**config.mk**
```make
export PLATFORM = sky130hd
export DESIGN_NAME = draw_player_flat
export DESIGN_NICKNAME = d
export VERILOG_FILES = /design/src/rtl/draw_player_pkg.sv /design/src/rtl/draw_player_if.sv /design/src/rtl/draw_player_ctl.sv /design/src/rtl/draw_player.sv /design/src/flat_wrapper.sv
export SDC_FILE = /design/constraint.sdc
export NUM_CORES = 1
export LEC_CHECK = 0
export BUFFER_PORTS_ARGS = -buffer_cell sky130_fd_sc_hd__clkbuf_2
export CAP_MARGIN = 10
export CORE_UTILIZATION = 55
export DETAILED_ROUTE_END_ITERATION = 10
export PLACE_DENSITY = 0.82
export SYNTH_ARGS = -nofsm -noshare
export SYNTH_HDL_FRONTEND = slang
export SYNTH_SLANG_ARGS = --single-unit
export TNS_END_PERCENT = 20
```
**constraint.sdc**
```tcl
create_clock -name clk -period 5.9 [get_ports clk]
set_input_delay 0 -clock clk [delete_from_list [all_inputs] [get_ports clk]]
set_output_delay 0 -clock clk [all_outputs]
set_load 0.1 [all_outputs]
```
**src/rtl/draw_player_pkg.sv**
```systemverilog
// Shared constants, player state type and saturating helpers for the
// player overlay stage. The ground line is defined once here so that the
// background renderer and this stage agree on where the floor starts.
package draw_player_pkg;

  localparam int HOR_PIXELS = 800;
  localparam int POS_W      = 11;
  localparam int VY_W       = 5;

  localparam int DEF_X_INIT     = 100;
  localparam int DEF_PLAYER_W   = 32;
  localparam int DEF_PLAYER_H   = 48;
  localparam int DEF_GROUND_Y   = 500;
  localparam int DEF_SPEED_X    = 4;
  localparam int DEF_JUMP_V     = 12;
  localparam int DEF_MAX_FALL   = 12;
  localparam logic [11:0] DEF_PLAYER_RGB = 12'hF_8_0;

  // Vertical motion phase of the player.
  typedef enum logic [1:0] {
    IDLE = 2'd0,
    RISE = 2'd1,
    FALL = 2'd2
  } player_state_t;

  // a - b, floored at zero (bound checked before subtracting).
  function automatic logic [POS_W-1:0] sat_sub(input logic [POS_W-1:0] a,
                                               input logic [POS_W-1:0] b);
    logic [POS_W-1:0] res;
    if (a >= b) begin
      res = a - b;
    end else begin
      res = {POS_W{1'b0}};
    end
    return res;
  endfunction

  // a + b, capped at cap; the sum is formed one bit wider so it cannot wrap.
  function automatic logic [POS_W-1:0] cap_add(input logic [POS_W-1:0] a,
                                               input logic [POS_W-1:0] b,
                                               input logic [POS_W-1:0] cap);
    logic [POS_W:0]   sum;
    logic [POS_W-1:0] res;
    sum = {1'b0, a} + {1'b0, b};
    if (sum > {1'b0, cap}) begin
      res = cap;
    end else begin
      res = sum[POS_W-1:0];
    end
    return res;
  endfunction

endpackage

```
**src/rtl/draw_player_if.sv**
```systemverilog
// VGA pixel-stream bundle passed between rendering stages.
interface draw_player_if;

  logic [10:0] vcount;
  logic [10:0] hcount;
  logic        vsync;
  logic        hsync;
  logic        vblnk;
  logic        hblnk;
  logic [11:0] rgb;

  // Stage-facing views: a stage reads its upstream through "in" and
  // drives its downstream through "out".
  modport in  (input  vcount, hcount, vsync, hsync, vblnk, hblnk, rgb);
  modport out (output vcount, hcount, vsync, hsync, vblnk, hblnk, rgb);

  // Generic producer/consumer views of the same bundle.
  modport master (output vcount, hcount, vsync, hsync, vblnk, hblnk, rgb);
  modport slave  (input  vcount, hcount, vsync, hsync, vblnk, hblnk, rgb);

endinterface

```
**src/rtl/draw_player_ctl.sv**
```systemverilog
// Frame-rate player controller: horizontal walking and the jump/fall
// state machine. Everything here moves only on the once-per-frame tick,
// so the sprite position is stable for a whole visible frame.
module draw_player_ctl
  import draw_player_pkg::*;
#(
  parameter int X_INIT   = DEF_X_INIT,
  parameter int PLAYER_W = DEF_PLAYER_W,
  parameter int PLAYER_H = DEF_PLAYER_H,
  parameter int GROUND_Y = DEF_GROUND_Y,
  parameter int SPEED_X  = DEF_SPEED_X,
  parameter int JUMP_V   = DEF_JUMP_V,
  parameter int MAX_FALL = DEF_MAX_FALL
) (
  input  logic             clk,
  input  logic             rst,
  input  logic             tick,
  input  logic             btn_left,
  input  logic             btn_right,
  input  logic             btn_jump,
  output logic [POS_W-1:0] xpos,
  output logic [POS_W-1:0] ypos
);

  localparam logic [POS_W-1:0] X_START  = POS_W'(X_INIT);
  localparam logic [POS_W-1:0] Y_STAND  = POS_W'(GROUND_Y - PLAYER_H);
  localparam logic [POS_W-1:0] X_MAX    = POS_W'(HOR_PIXELS - PLAYER_W);
  localparam logic [POS_W-1:0] STEP_X   = POS_W'(SPEED_X);
  localparam logic [VY_W-1:0]  VY_JUMP  = VY_W'(JUMP_V);
  localparam logic [VY_W-1:0]  VY_MAX   = VY_W'(MAX_FALL);

  player_state_t    state_r, state_n_s;
  logic [POS_W-1:0] xpos_r, xpos_n_s;
  logic [POS_W-1:0] ypos_r, ypos_n_s;
  logic [VY_W-1:0]  vy_r, vy_n_s;
  logic [VY_W-1:0]  vy_dec_s;
  logic [VY_W-1:0]  vy_inc_s;
  logic [POS_W:0]   land_sum_s;

  // Next position, velocity and phase, evaluated only on the frame tick.
  always_comb begin
    xpos_n_s   = xpos_r;
    ypos_n_s   = ypos_r;
    vy_n_s     = vy_r;
    state_n_s  = state_r;
    vy_dec_s   = {VY_W{1'b0}};
    vy_inc_s   = {VY_W{1'b0}};
    land_sum_s = {(POS_W+1){1'b0}};
    if (tick) begin
      // Walking applies in every vertical phase; opposing buttons cancel.
      if (btn_left && !btn_right) begin
        xpos_n_s = sat_sub(xpos_r, STEP_X);
      end else if (btn_right && !btn_left) begin
        xpos_n_s = cap_add(xpos_r, STEP_X, X_MAX);
      end else begin
        xpos_n_s = xpos_r;
      end

      case (state_r)
        IDLE: begin
          // Take-off only loads velocity; the sprite starts moving next tick.
          if (btn_jump) begin
            state_n_s = RISE;
            vy_n_s    = VY_JUMP;
          end else begin
            state_n_s = IDLE;
          end
        end
        RISE: begin
          ypos_n_s = sat_sub(ypos_r, {{(POS_W-VY_W){1'b0}}, vy_r});
          if (vy_r != {VY_W{1'b0}}) begin
            vy_dec_s = vy_r - 5'd1;
          end else begin
            vy_dec_s = {VY_W{1'b0}};
          end
          vy_n_s = vy_dec_s;
          if (vy_dec_s == {VY_W{1'b0}}) begin
            state_n_s = FALL;
          end else begin
            state_n_s = RISE;
          end
        end
        FALL: begin
          if (vy_r >= VY_MAX) begin
            vy_inc_s = VY_MAX;
          end else begin
            vy_inc_s = vy_r + 5'd1;
          end
          land_sum_s = {1'b0, ypos_r} + {{(POS_W+1-VY_W){1'b0}}, vy_inc_s};
          // Landing snaps exactly onto the ground line.
          if (land_sum_s >= {1'b0, Y_STAND}) begin
            ypos_n_s  = Y_STAND;
            vy_n_s    = {VY_W{1'b0}};
            state_n_s = IDLE;
          end else begin
            ypos_n_s  = land_sum_s[POS_W-1:0];
            vy_n_s    = vy_inc_s;
            state_n_s = FALL;
          end
        end
        default: begin
          ypos_n_s  = Y_STAND;
          vy_n_s    = {VY_W{1'b0}};
          state_n_s = IDLE;
        end
      endcase
    end else begin
      xpos_n_s  = xpos_r;
      ypos_n_s  = ypos_r;
      vy_n_s    = vy_r;
      state_n_s = state_r;
    end
  end

  // Player state registers; reset puts the player back at the spawn point.
  always_ff @(posedge clk) begin
    if (rst) begin
      xpos_r  <= X_START;
      ypos_r  <= Y_STAND;
      vy_r    <= {VY_W{1'b0}};
      state_r <= IDLE;
    end else begin
      xpos_r  <= xpos_n_s;
      ypos_r  <= ypos_n_s;
      vy_r    <= vy_n_s;
      state_r <= state_n_s;
    end
  end

  assign xpos = xpos_r;
  assign ypos = ypos_r;

endmodule

```
**src/rtl/draw_player.sv**
```systemverilog
// Player overlay stage: paints a solid rectangle over the background
// stream with a one-cycle registered pipeline, and derives the frame tick
// that drives the player controller.
module draw_player
  import draw_player_pkg::*;
#(
  parameter int          X_INIT     = DEF_X_INIT,
  parameter int          PLAYER_W   = DEF_PLAYER_W,
  parameter int          PLAYER_H   = DEF_PLAYER_H,
  parameter int          GROUND_Y   = DEF_GROUND_Y,
  parameter int          SPEED_X    = DEF_SPEED_X,
  parameter int          JUMP_V     = DEF_JUMP_V,
  parameter int          MAX_FALL   = DEF_MAX_FALL,
  parameter logic [11:0] PLAYER_RGB = DEF_PLAYER_RGB
) (
  input  logic          clk,
  input  logic          rst,
  draw_player_if.in     vga_in,
  draw_player_if.out    vga_out,
  input  logic          btn_left,
  input  logic          btn_right,
  input  logic          btn_jump
);

  localparam logic [POS_W:0] SPAN_W = (POS_W+1)'(PLAYER_W);
  localparam logic [POS_W:0] SPAN_H = (POS_W+1)'(PLAYER_H);

  logic             vblnk_d_r;
  logic             tick_s;
  logic [POS_W-1:0] xpos_s;
  logic [POS_W-1:0] ypos_s;
  logic             in_x_s;
  logic             in_y_s;
  logic [11:0]      rgb_s;

  // One tick per frame, on the first cycle of vertical blanking.
  assign tick_s = vga_in.vblnk & ~vblnk_d_r;

  // Remember last cycle's vblank to find its rising edge.
  always_ff @(posedge clk) begin
    if (rst) begin
      vblnk_d_r <= 1'b0;
    end else begin
      vblnk_d_r <= vga_in.vblnk;
    end
  end

  draw_player_ctl #(
    .X_INIT   (X_INIT),
    .PLAYER_W (PLAYER_W),
    .PLAYER_H (PLAYER_H),
    .GROUND_Y (GROUND_Y),
    .SPEED_X  (SPEED_X),
    .JUMP_V   (JUMP_V),
    .MAX_FALL (MAX_FALL)
  ) u_ctl (
    .clk       (clk),
    .rst       (rst),
    .tick      (tick_s),
    .btn_left  (btn_left),
    .btn_right (btn_right),
    .btn_jump  (btn_jump),
    .xpos      (xpos_s),
    .ypos      (ypos_s)
  );

  // Sprite hit test; blanking always passes the background through.
  always_comb begin
    in_x_s = (vga_in.hcount >= xpos_s) &&
             ({1'b0, vga_in.hcount} < ({1'b0, xpos_s} + SPAN_W));
    in_y_s = (vga_in.vcount >= ypos_s) &&
             ({1'b0, vga_in.vcount} < ({1'b0, ypos_s} + SPAN_H));
    if (!vga_in.hblnk && !vga_in.vblnk && in_x_s && in_y_s) begin
      rgb_s = PLAYER_RGB;
    end else begin
      rgb_s = vga_in.rgb;
    end
  end

  // Registered output stage: timing delayed one cycle alongside the pixel.
  always_ff @(posedge clk) begin
    if (rst) begin
      vga_out.vcount <= 11'd0;
      vga_out.hcount <= 11'd0;
      vga_out.vsync  <= 1'b0;
      vga_out.hsync  <= 1'b0;
      vga_out.vblnk  <= 1'b0;
      vga_out.hblnk  <= 1'b0;
      vga_out.rgb    <= 12'h000;
    end else begin
      vga_out.vcount <= vga_in.vcount;
      vga_out.hcount <= vga_in.hcount;
      vga_out.vsync  <= vga_in.vsync;
      vga_out.hsync  <= vga_in.hsync;
      vga_out.vblnk  <= vga_in.vblnk;
      vga_out.hblnk  <= vga_in.hblnk;
      vga_out.rgb    <= rgb_s;
    end
  end

endmodule

```
**src/flat_wrapper.sv**
```systemverilog
// flat-port wrapper written by rule: the top's interface ports become plain ports
module draw_player_flat import draw_player_pkg::*;
#(
  parameter int          X_INIT     = DEF_X_INIT,
  parameter int          PLAYER_W   = DEF_PLAYER_W,
  parameter int          PLAYER_H   = DEF_PLAYER_H,
  parameter int          GROUND_Y   = DEF_GROUND_Y,
  parameter int          SPEED_X    = DEF_SPEED_X,
  parameter int          JUMP_V     = DEF_JUMP_V,
  parameter int          MAX_FALL   = DEF_MAX_FALL,
  parameter logic [11:0] PLAYER_RGB = DEF_PLAYER_RGB
)
  (clk, rst, btn_left, btn_right, btn_jump, vga_in_vcount, vga_in_hcount, vga_in_vsync, vga_in_hsync, vga_in_vblnk, vga_in_hblnk, vga_in_rgb, vga_out_vcount, vga_out_hcount, vga_out_vsync, vga_out_hsync, vga_out_vblnk, vga_out_hblnk, vga_out_rgb);
  draw_player_if vga_in_i ();
  draw_player_if vga_out_i ();
  input  logic clk;
  input  logic rst;
  input  logic btn_left;
  input  logic btn_right;
  input  logic btn_jump;
  input wire logic [$bits(vga_in_i.vcount)-1:0] vga_in_vcount;
  input wire logic [$bits(vga_in_i.hcount)-1:0] vga_in_hcount;
  input wire logic [$bits(vga_in_i.vsync)-1:0] vga_in_vsync;
  input wire logic [$bits(vga_in_i.hsync)-1:0] vga_in_hsync;
  input wire logic [$bits(vga_in_i.vblnk)-1:0] vga_in_vblnk;
  input wire logic [$bits(vga_in_i.hblnk)-1:0] vga_in_hblnk;
  input wire logic [$bits(vga_in_i.rgb)-1:0] vga_in_rgb;
  output wire logic [$bits(vga_out_i.vcount)-1:0] vga_out_vcount;
  output wire logic [$bits(vga_out_i.hcount)-1:0] vga_out_hcount;
  output wire logic [$bits(vga_out_i.vsync)-1:0] vga_out_vsync;
  output wire logic [$bits(vga_out_i.hsync)-1:0] vga_out_hsync;
  output wire logic [$bits(vga_out_i.vblnk)-1:0] vga_out_vblnk;
  output wire logic [$bits(vga_out_i.hblnk)-1:0] vga_out_hblnk;
  output wire logic [$bits(vga_out_i.rgb)-1:0] vga_out_rgb;
  assign vga_in_i.vcount = vga_in_vcount;
  assign vga_in_i.hcount = vga_in_hcount;
  assign vga_in_i.vsync = vga_in_vsync;
  assign vga_in_i.hsync = vga_in_hsync;
  assign vga_in_i.vblnk = vga_in_vblnk;
  assign vga_in_i.hblnk = vga_in_hblnk;
  assign vga_in_i.rgb = vga_in_rgb;
  assign vga_out_vcount = vga_out_i.vcount;
  assign vga_out_hcount = vga_out_i.hcount;
  assign vga_out_vsync = vga_out_i.vsync;
  assign vga_out_hsync = vga_out_i.hsync;
  assign vga_out_vblnk = vga_out_i.vblnk;
  assign vga_out_hblnk = vga_out_i.hblnk;
  assign vga_out_rgb = vga_out_i.rgb;
  draw_player #(.X_INIT(X_INIT), .PLAYER_W(PLAYER_W), .PLAYER_H(PLAYER_H), .GROUND_Y(GROUND_Y), .SPEED_X(SPEED_X), .JUMP_V(JUMP_V), .MAX_FALL(MAX_FALL), .PLAYER_RGB(PLAYER_RGB)) u_core (.clk(clk), .rst(rst), .vga_in(vga_in_i), .vga_out(vga_out_i), .btn_left(btn_left), .btn_right(btn_right), .btn_jump(btn_jump));
endmodule
```
==> summary.md, run 1 <==
| Metric | Value |
|---|---|
| Max Fanout on Critical Path | 12 |
| Max-cap violations | 0 |
| Post-Layout Cell Count | 786 |
| Final Cycle Share | 57.59% |
| RSZ-0062 raised after global routing | no |
| Starting Density | 56.68% |
| Synth Area in Simple Gates | 21.84% |
| Reg-to-reg setup timing slack | 2.50 ns |
| GR Layer Usage met3 | 5.421% |
| Reg-to-Reg Start | u_core.u_ctl.ypos[5]$_SDFFE_PP0P_ |
| Crit path from | u_core.u_ctl.ypos[5]$_SDFFE_PP0P_ |
| Top-count cell post-synth | dfxtp_1 |
| Synth Area in Compound Gates | 22.17% |
| Sum Neg Setup Slack | 0 ns |
| Gr usage total | 30.18% |
| Synth warnings | 0 |
| Max rail drop VDD | 111.3 µV |
| CTS tree | built |
| Xor/xnor share of the synthesized area | 4.514% |
| Diode count | 0 |
| Port buffer count | 80 |
| Outcome | completed |
| Final Slew Violations | 0 |
| Largest net degree at the start of global routing | 64 |
| Wirelength per Cell | 16.39 µm |
| Root buffer cell | clkbuf_8 |
| CP Data Required Time | 6.17 ns |
| Max Root-Sink Buffers | 2 |
| Reg2Reg Capture Point | u_core.vga_out.rgb[8]$_SDFF_PP0_ |
| Most instantiated cells after synthesis | 65 x dfxtp_1, 58 x ha_1, 51 x inv_1 |
| WS Path Type | register to register |
| Global placement routability congestion | 0.9933 |
| Top cells by area, synth | dfxtp_1 28%, ha_1 16%, nor2b_1 4.2% |
| Adder-Cell Fraction of Synth Area | 16.44% |
| Synth-to-Final Area Change | 22.22% |
| Area of the multi-input gates | 3059 µm² |
| I/O Pins | 81 |
| GRT Max-Usage Layer | met2 |
| Worst Skew | 0.01490 ns |
| Hold Path End | u_core.u_ctl.state_r[0]$_SDFFE_PP0P_ |
| Worst Setup End Kind | register |
| Depth of the CTS H-tree | 3 |
| Avg Cell Area, Syn | 8.170 µm² |
| Setup bufs post-CTS | 0 |
| Seq/Total Area, Yosys | 27.94% |
| Synthesized cell area | 4657 µm² |
| Share of cells above drive strength 1 | 16.45% |
| Worst Max-Slew Pin Slew | 0.6633 ns |
| Die Ht | 94.02 µm |
| Reg area | 1301 µm² |
| Syn Inst Count | 570 |
| Number of nets in the layout | 779 |
| Synth Net Count | 673 |
| P per Cell Area | 214.7 nW/µm² |
| Post-synth top area share | 27.94% |
| Startpoint types | register |
| Hold Crit Start | btn_jump |
| Hold depth | 4 |
| CP arrival | 3.67 ns |
| Met1 usage | 35.83% |
| Remaining DRCs | 0 |
| Routed WL | 12.88 mm |
| Headroom to the max-slew limit | 55.61% |
| Detailed Route Iter0 Violations | 369 |
| Setup violations, final | 0 |
| Number of fill cells in the layout | 631 |
| Final hold vios | 0 |
| CTS Buf Count | 9 |
| Die width | 94.02 µm |
| FFs w/ async S/R, synth | 0% |
| Vias/cell | 6.025 |
| Hold WC Path Type | input pin to register |
| # resized after CTS | 0 |
| Ys flop type | dfxtp_1 |
| Core ar. | 8217 µm² |
| Synth unique cells | 74 |
| Global-route wire length before repair | 21.20 mm |
| Final antenna-violating net count | 0 |
| Yosys top cell by area | dfxtp_1 |
| GRT overflow | 0 |
| Pre-Repair DR Iteration Count | 5 |
| Die area | 8839 µm² |
| DR vias | 4,736 |
| Leak | 0.002434 µW |
| Post-synth EDFFs | 0 |
| Main combinational cell family by area after synthesis | compound AO/OA/AOI/OAI gates |
| GRT met2 Usage | 53.04% |
| Clk sink count | 65 |
| Synthesis-stage register bit count | 65 |
| DP Cell Count | 732 |
| Rows | 33 |
| Vias in the first global route | 4,554 |
| Clk slew on worst S/H paths | 0.08 ns |
| DP HPWL | 8.838 mm |
| Clk_lat worst skew | 0.35 ns |
| Reg2Reg Depth | 12 |
| Max Clk Rate | 0.2943 GHz |
| Initial antenna violation count | 0 |
| Min Tclk post-route | 3.398 ns |
| Mux contribution to synthesized area | 0.6448% |
[worst max-delay path, cell delays in order, from the launching register on]
cell and delay [ns]:
dfxtp_1 0.56, inv_1 0.20, ha_1 0.26, nor2_1 0.13, nand4_1 0.13, xnor2_1 0.16, ha_1 0.21, nor4_1 0.32
nand2_1 0.12, nor4_1 0.18, or3_1 0.30, or4b_1 0.57, o22ai_1 0.16
[cell families after synthesis]
family	after synthesis
adder cells (fa/ha/maj)	60
flip-flops	65
other	1
AO/OA/AOI/OAI	153
AND/OR/NAND/NOR	189
multiplexers	3
buffers and inverters	75
XOR/XNOR	24
[cell usage in the layout (no fill, tap or decap), types with 5 or more instances in the layout]
cell type and instances:
clkbuf_2 80, dfxtp_1 65, ha_1 58, inv_1 51, dlygate4sd3_1 38, nor2_1 36, nand2_1 35, a21oi_1 34
nor2b_1 31, o21ai_0 30, xnor2_1 20, nand3_1 15, nor3_1 15, o22ai_1 12, a211oi_1 10, clkbuf_8 9
nand2b_1 7, or3_1 7, a31oi_1 7, a311oi_1 7, and2_1 6, and3_1 5, nand4_1 5, nor4_1 5
o21ai_1 5
[cell type report]
class	count	share of cell area, %
clock buffer	10	2.242
clock inverter	6	1.627
inverter	51	3.363
multi-input combinational	430	53.75
sequential	65	22.86
tap	105	2.308
timing repair buffer	119	13.85
[sequential cells by signal, indices dropped and copies added, names as in the netlist, 2 cells and up]
register and flops:
u_core.vga_out.rgb 12, u_core.u_ctl.ypos 11, u_core.vga_out.hcount 11, u_core.vga_out.vcount 11
u_core.u_ctl.xpos 9, u_core.u_ctl.vy_r 5, u_core.u_ctl.state_r 2
[how the worst max path moves through the flow]
| stage | endpoint | slack [ns] | cells after the start |
|---|---|---|---|
| floorplan | u_core.vga_out.rgb[10]$_SDFF_PP0_ | 3.03 | 14 |
| global route | u_core.vga_out.rgb[9]$_SDFF_PP0_ | 2.27 | 12 |
| global placement | u_core.vga_out.rgb[9]$_SDFF_PP0_ | 2.72 | 12 |
| finish | u_core.vga_out.rgb[8]$_SDFF_PP0_ | 2.50 | 12 |
| detailed placement | u_core.vga_out.rgb[9]$_SDFF_PP0_ | 2.67 | 12 |
| CTS | u_core.vga_out.rgb[9]$_SDFF_PP0_ | 2.62 | 12 |
[routing by layer]
layer / vias up / share of wire (%)
li1: 2264 / -
met1: 2233 / 42
met2: 204 / 49
met3: 35 / 5.7
met4: 0 / 2.7
met5: - / 0
[stage by stage]
| stage | worst slack (ns) | hold slack [ns] | area [µm²] | total power, µW | utilization [%] |
|---|---|---|---|---|---|
| 2_1_floorplan | 3.029 | 0.1181 | 4657 | 711.0 | - |
| 3_3_place_gp | 2.719 | 0.2102 | 5091 | 767.1 | 61.96 |
| 3_5_place_dp | 2.669 | 0.2186 | 5091 | 775.5 | 61.96 |
| 4_1_cts | 2.621 | 0.1262 | 5692 | 1216 | 69.27 |
| 5_1_grt | 2.274 | 0.1859 | 5692 | 1271 | 69.27 |
| 6_report | 2.502 | 0.1358 | 5692 | 1222 | 69.27 |
[timing repair]
| item | 4_1_cts | 5_1_grt |
|---|---|---|
| setup endpoints to repair | 0 | 0 |
| hold buffers | 38 | 0 |
| hold endpoints to repair | 38 | 0 |
[where the power goes]
| group | internal (µW) | switching [µW] |
|---|---|---|
| logic | 99.9 | 223 |
| clock network | 240 | 188 |
| registers | 458 | 13.0 |
| total | 797 | 424 |
(Power assumes the default switching activity.)
==> run 2: changes to the inputs <==
--- a/config.mk
+++ b/config.mk
@@ -5,11 +5,12 @@
 export SDC_FILE = /design/constraint.sdc
 export NUM_CORES = 1
 export LEC_CHECK = 0
+export ABC_AREA = 1
 export BUFFER_PORTS_ARGS = -buffer_cell sky130_fd_sc_hd__clkbuf_2
 export CAP_MARGIN = 10
-export CORE_UTILIZATION = 55
+export CORE_UTILIZATION = 52
 export DETAILED_ROUTE_END_ITERATION = 10
-export PLACE_DENSITY = 0.82
+export PLACE_DENSITY = 0.8
 export SYNTH_ARGS = -nofsm -noshare
 export SYNTH_HDL_FRONTEND = slang
 export SYNTH_SLANG_ARGS = --single-unit
==> constraint.sdc (replaced) <==
create_clock -name clk -period 3 [get_ports clk]
set_input_delay 0 -clock clk [delete_from_list [all_inputs] [get_ports clk]]
set_output_delay 0 -clock clk [all_outputs]
set_load 0.1 [all_outputs]
==> run 2 against run 1 <==
Critical path depth up 8. Non-clock buffer count up 5. Count of clock-buffer cells in the layout up 1. Maximum frequency up 21%. Die area up 11%. Register-to-register slack worse by 2.3 ns. Clock power up 72%. Sequential power up 99%. Clock skew up 0.0034 ns. Utilization down 4.1 points. Power up 96%.
==> summary.md, run 2 <==
| Metric | Value |
|---|---|
| Final design area excluding fillers | 5997 µm² |
| CTS Buf Count | 9 |
| P per Cell Area | 399.1 nW/µm² |
| Reg-to-Reg Start | u_core.u_ctl.vy_r[0]$_SDFFE_PP0P_ |
| Min Tclk post-route | 2.799 ns |
| Worst Skew | 0.01834 ns |
| Routed WL | 13.02 mm |
| Max Fanout on Critical Path | 10 |
| Syn Inst Count | 719 |
| Final worst slack | 0.2011 ns |
| Comb power frac | 30.0% |
| Hold WC Path Type | input pin to register |
| Flip-flop count of the largest register after layout | 12 |
| Depth of the CTS H-tree | 3 |
| Vias/cell | 5.329 |
| Largest net degree at the start of global routing | 48 |
| Area after DPL | 5411 µm² |
| Headroom to the max-slew limit | 51.89% |
| Worst Setup End Kind | register |
| RSZ-0062 raised after global routing | no |
| Max Clk Rate | 0.3573 GHz |
| Top-count cell post-synth | nand2_1 |
| GRT overflow | 0 |
| Top cells by area, synth | dfxtp_1 27%, ha_1 15%, nand2_1 11% |
| Commonest non-fill, non-tap cell in the layout | nand2_1 |
| CTS tree | built |
| Pre-Repair DR Iteration Count | 5 |
| Global-route wire length before repair | 21.52 mm |
| FFs w/ async S/R, synth | 0% |
| Rows | 35 |
| Startpoint types | register |
| Post-place setup slack | 0.1323 ns |
| Detailed Route Iter0 Violations | 289 |
| Synth-to-Final Area Change | 22.21% |
| Port buffer count | 80 |
| Starting Density | 53.36% |
| Sum Neg Setup Slack | 0 ns |
| Avg Cell Area, Syn | 6.825 µm² |
| Hold Path End | u_core.u_ctl.state_r[0]$_SDFFE_PP0P_ |
| Largest register by flop count | u_core.vga_out.rgb |
| Max-cap violations | 0 |
| Number of nets in the layout | 940 |
| Final Slew Violations | 0 |
| Root buffer cell | clkbuf_8 |
| Synth warnings | 0 |
| Die Ht | 99.15 µm |
| Leak | 0.003062 µW |
| DP Cell Count | 899 |
| Sequential share of power | 39.1% |
| Reg-to-reg setup timing slack | 0.20 ns |
| DR vias | 5,079 |
| Ys flop type | dfxtp_1 |
| P_sw | 890.2 µW |
| WS Path Type | register to register |
| Synthesized cell area | 4907 µm² |
| DP HPWL | 9.765 mm |
| Final antenna-violating net count | 0 |
| Core ar. | 9196 µm² |
| Most instantiated cells after synthesis | 147 x nand2_1, 111 x inv_1, 82 x nor2_1 |
| Global placement routability congestion | 0.9569 |
| Seq/Total Area, Yosys | 26.52% |
| CP Data Required Time | 3.23 ns |
| Initial antenna violation count | 0 |
| Synthesis-stage register bit count | 65 |
| Setup violations, final | 0 |
| Reg2Reg Depth | 20 |
| Remaining DRCs | 0 |
| Max Root-Sink Buffers | 2 |
| CP arrival | 3.03 ns |
| Hold Crit Start | btn_jump |
| Clock share of power | 30.8% |
| Synth unique cells | 41 |
| Max rail drop VDD | 309.9 µV |
| Worst Max-Slew Pin Slew | 0.7140 ns |
| Die area | 9830 µm² |
| Die width | 99.15 µm |
| Min Hold Slack | 0.04397 ns |
| Post-Layout Cell Count | 953 |
| Share of cells above drive strength 1 | 17.70% |
| Clk_lat worst skew | 0.35 ns |
| Diode count | 0 |
| Clk slew on worst S/H paths | 0.09 ns |
| Clk sink count | 65 |
| Sw frac | 37.20% |
| Final hold vios | 0 |
| Hold depth | 5 |
| Internal Pwr Total | 1503 µW |
| Synth Net Count | 822 |
| Wirelength per Cell | 13.66 µm |
| Most frequent cells in the layout | 147 x nand2_1, 110 x inv_1, 80 x nor2_1, 80 x clkbuf_2, 64 x dfxtp_1 |
| I/O Pins | 81 |
| Yosys top cell by area | dfxtp_1 |
| Post-synth top area share | 26.52% |
| Gr usage total | 26.97% |
| Final Cycle Share | 93.30% |
| Vias in the first global route | 4,919 |
| Reg2Reg Capture Point | u_core.u_ctl.ypos[8]$_SDFFE_PP1P_ |
| Outcome | completed |
| Post-synth EDFFs | 0 |
-- run 2: changes by cell type after synthesis, moves of 8 or more --
| cell | change |
|---|---|
| xor2_1 | +21 |
| nor2b_1 | -31 |
| nor2_1 | +46 |
| o22ai_1 | -11 |
| nor2_2 | +14 |
| nand4_1 | +12 |
| nand2_1 | +112 |
| nand3_1 | +32 |
| xnor2_1 | -18 |
| nor3_1 | -8 |
| inv_1 | +60 |
-- run 2: power by group through the flow --
stage | Clock, µW | Sequential [µW] | Combinational (µW)
finish | 738 | 937 | 718
detailed placement | 0 | 956 | 667
CTS | 747 | 936 | 710
global placement | 0 | 954 | 653
floorplan | 0 | 1140 | 330
global route | 777 | 942 | 782
-- run 2: cell families after synthesis --
kind of cell,Yosys count,synth area share (%)
adder cells (fa/ha/maj),60,15.60
AND/OR/NAND/NOR,340,31.92
buffers and inverters,134,10.58
flip-flops,65,26.52
XOR/XNOR,27,4.819
other,1,0.07642
AO/OA/AOI/OAI,92,10.48
-- run 2: metal layers --
| metal | up-vias | GRT usage, % | wire [µm] |
|---|---|---|---|
| li1 | 2543 | - | - |
| met2 | 191 | 47.01 | 6242 |
| met3 | 42 | 5.692 | 913 |
| met5 | - | 0 | 0 |
| met1 | 2303 | 31.74 | 5433 |
| met4 | 0 | 12.67 | 431 |
-- run 2: timing repair --
action / in CTS / in global routing
hold buffers: 38 / 0
gates resized for setup: 0 / 8
setup buffers: 0 / 0
setup endpoints to repair: 0 / 14
hold endpoints to repair: 38 / 0
-- run 2: how the worst max path moves through the flow --
stage | slack, ns | to | from
6_report | 0.20 | u_core.u_ctl.ypos[8]$_SDFFE_PP1P_ | u_core.u_ctl.vy_r[0]$_SDFFE_PP0P_
5_1_grt | 0.002 | u_core.u_ctl.ypos[0]$_SDFFE_PP0P_ | u_core.u_ctl.vy_r[0]$_SDFFE_PP0P_
4_1_cts | 0.10 | u_core.u_ctl.ypos[8]$_SDFFE_PP1P_ | u_core.u_ctl.vy_r[0]$_SDFFE_PP0P_
3_5_place_dp | 0.13 | u_core.u_ctl.ypos[8]$_SDFFE_PP1P_ | u_core.u_ctl.vy_r[0]$_SDFFE_PP0P_
3_3_place_gp | 0.30 | u_core.u_ctl.ypos[6]$_SDFFE_PP1P_ | u_core.u_ctl.vy_r[0]$_SDFFE_PP0P_
2_1_floorplan | 0.47 | u_core.u_ctl.ypos[6]$_SDFFE_PP1P_ | u_core.u_ctl.vy_r[0]$_SDFFE_PP0P_
-- run 2: final cells by class --
class | instances | area, µm²
Clock buffer | 11 | 131.4
Tap cell | 111 | 138.9
Inverter | 117 | 439.2
Sequential cell | 65 | 1303
Fill cell | 813 | 3199
Multi-Input combinational cell | 520 | 3103
Timing Repair Buffer | 124 | 825.8
Clock inverter | 5 | 56.30
-- run 2: stage by stage --
stage	total power, µW	utilization, %
after global routing	2501	65.21
final	2393	65.21
after global placement	1607	58.84
after floorplan	1475	-
after detailed placement	1622	58.84
after CTS	2393	65.02
-- run 2: worst max-delay path: stages (launching register included) --
cell	delay [ns]
dfxtp_2	0.37
inv_1	0.12
ha_1	0.30
inv_1	0.07
nor2_4	0.13
inv_1	0.07
fa_1	0.43
inv_1	0.11
nand2_1	0.05
nand2_1	0.09
nand2_1	0.07
nand2_1	0.06
nand2_1	0.06
nor2_1	0.12
nand2_1	0.10
nand2_4	0.13
nand2_4	0.08
o21ai_1	0.14
nand2_1	0.07
nand2_1	0.06
nand2_1	0.05
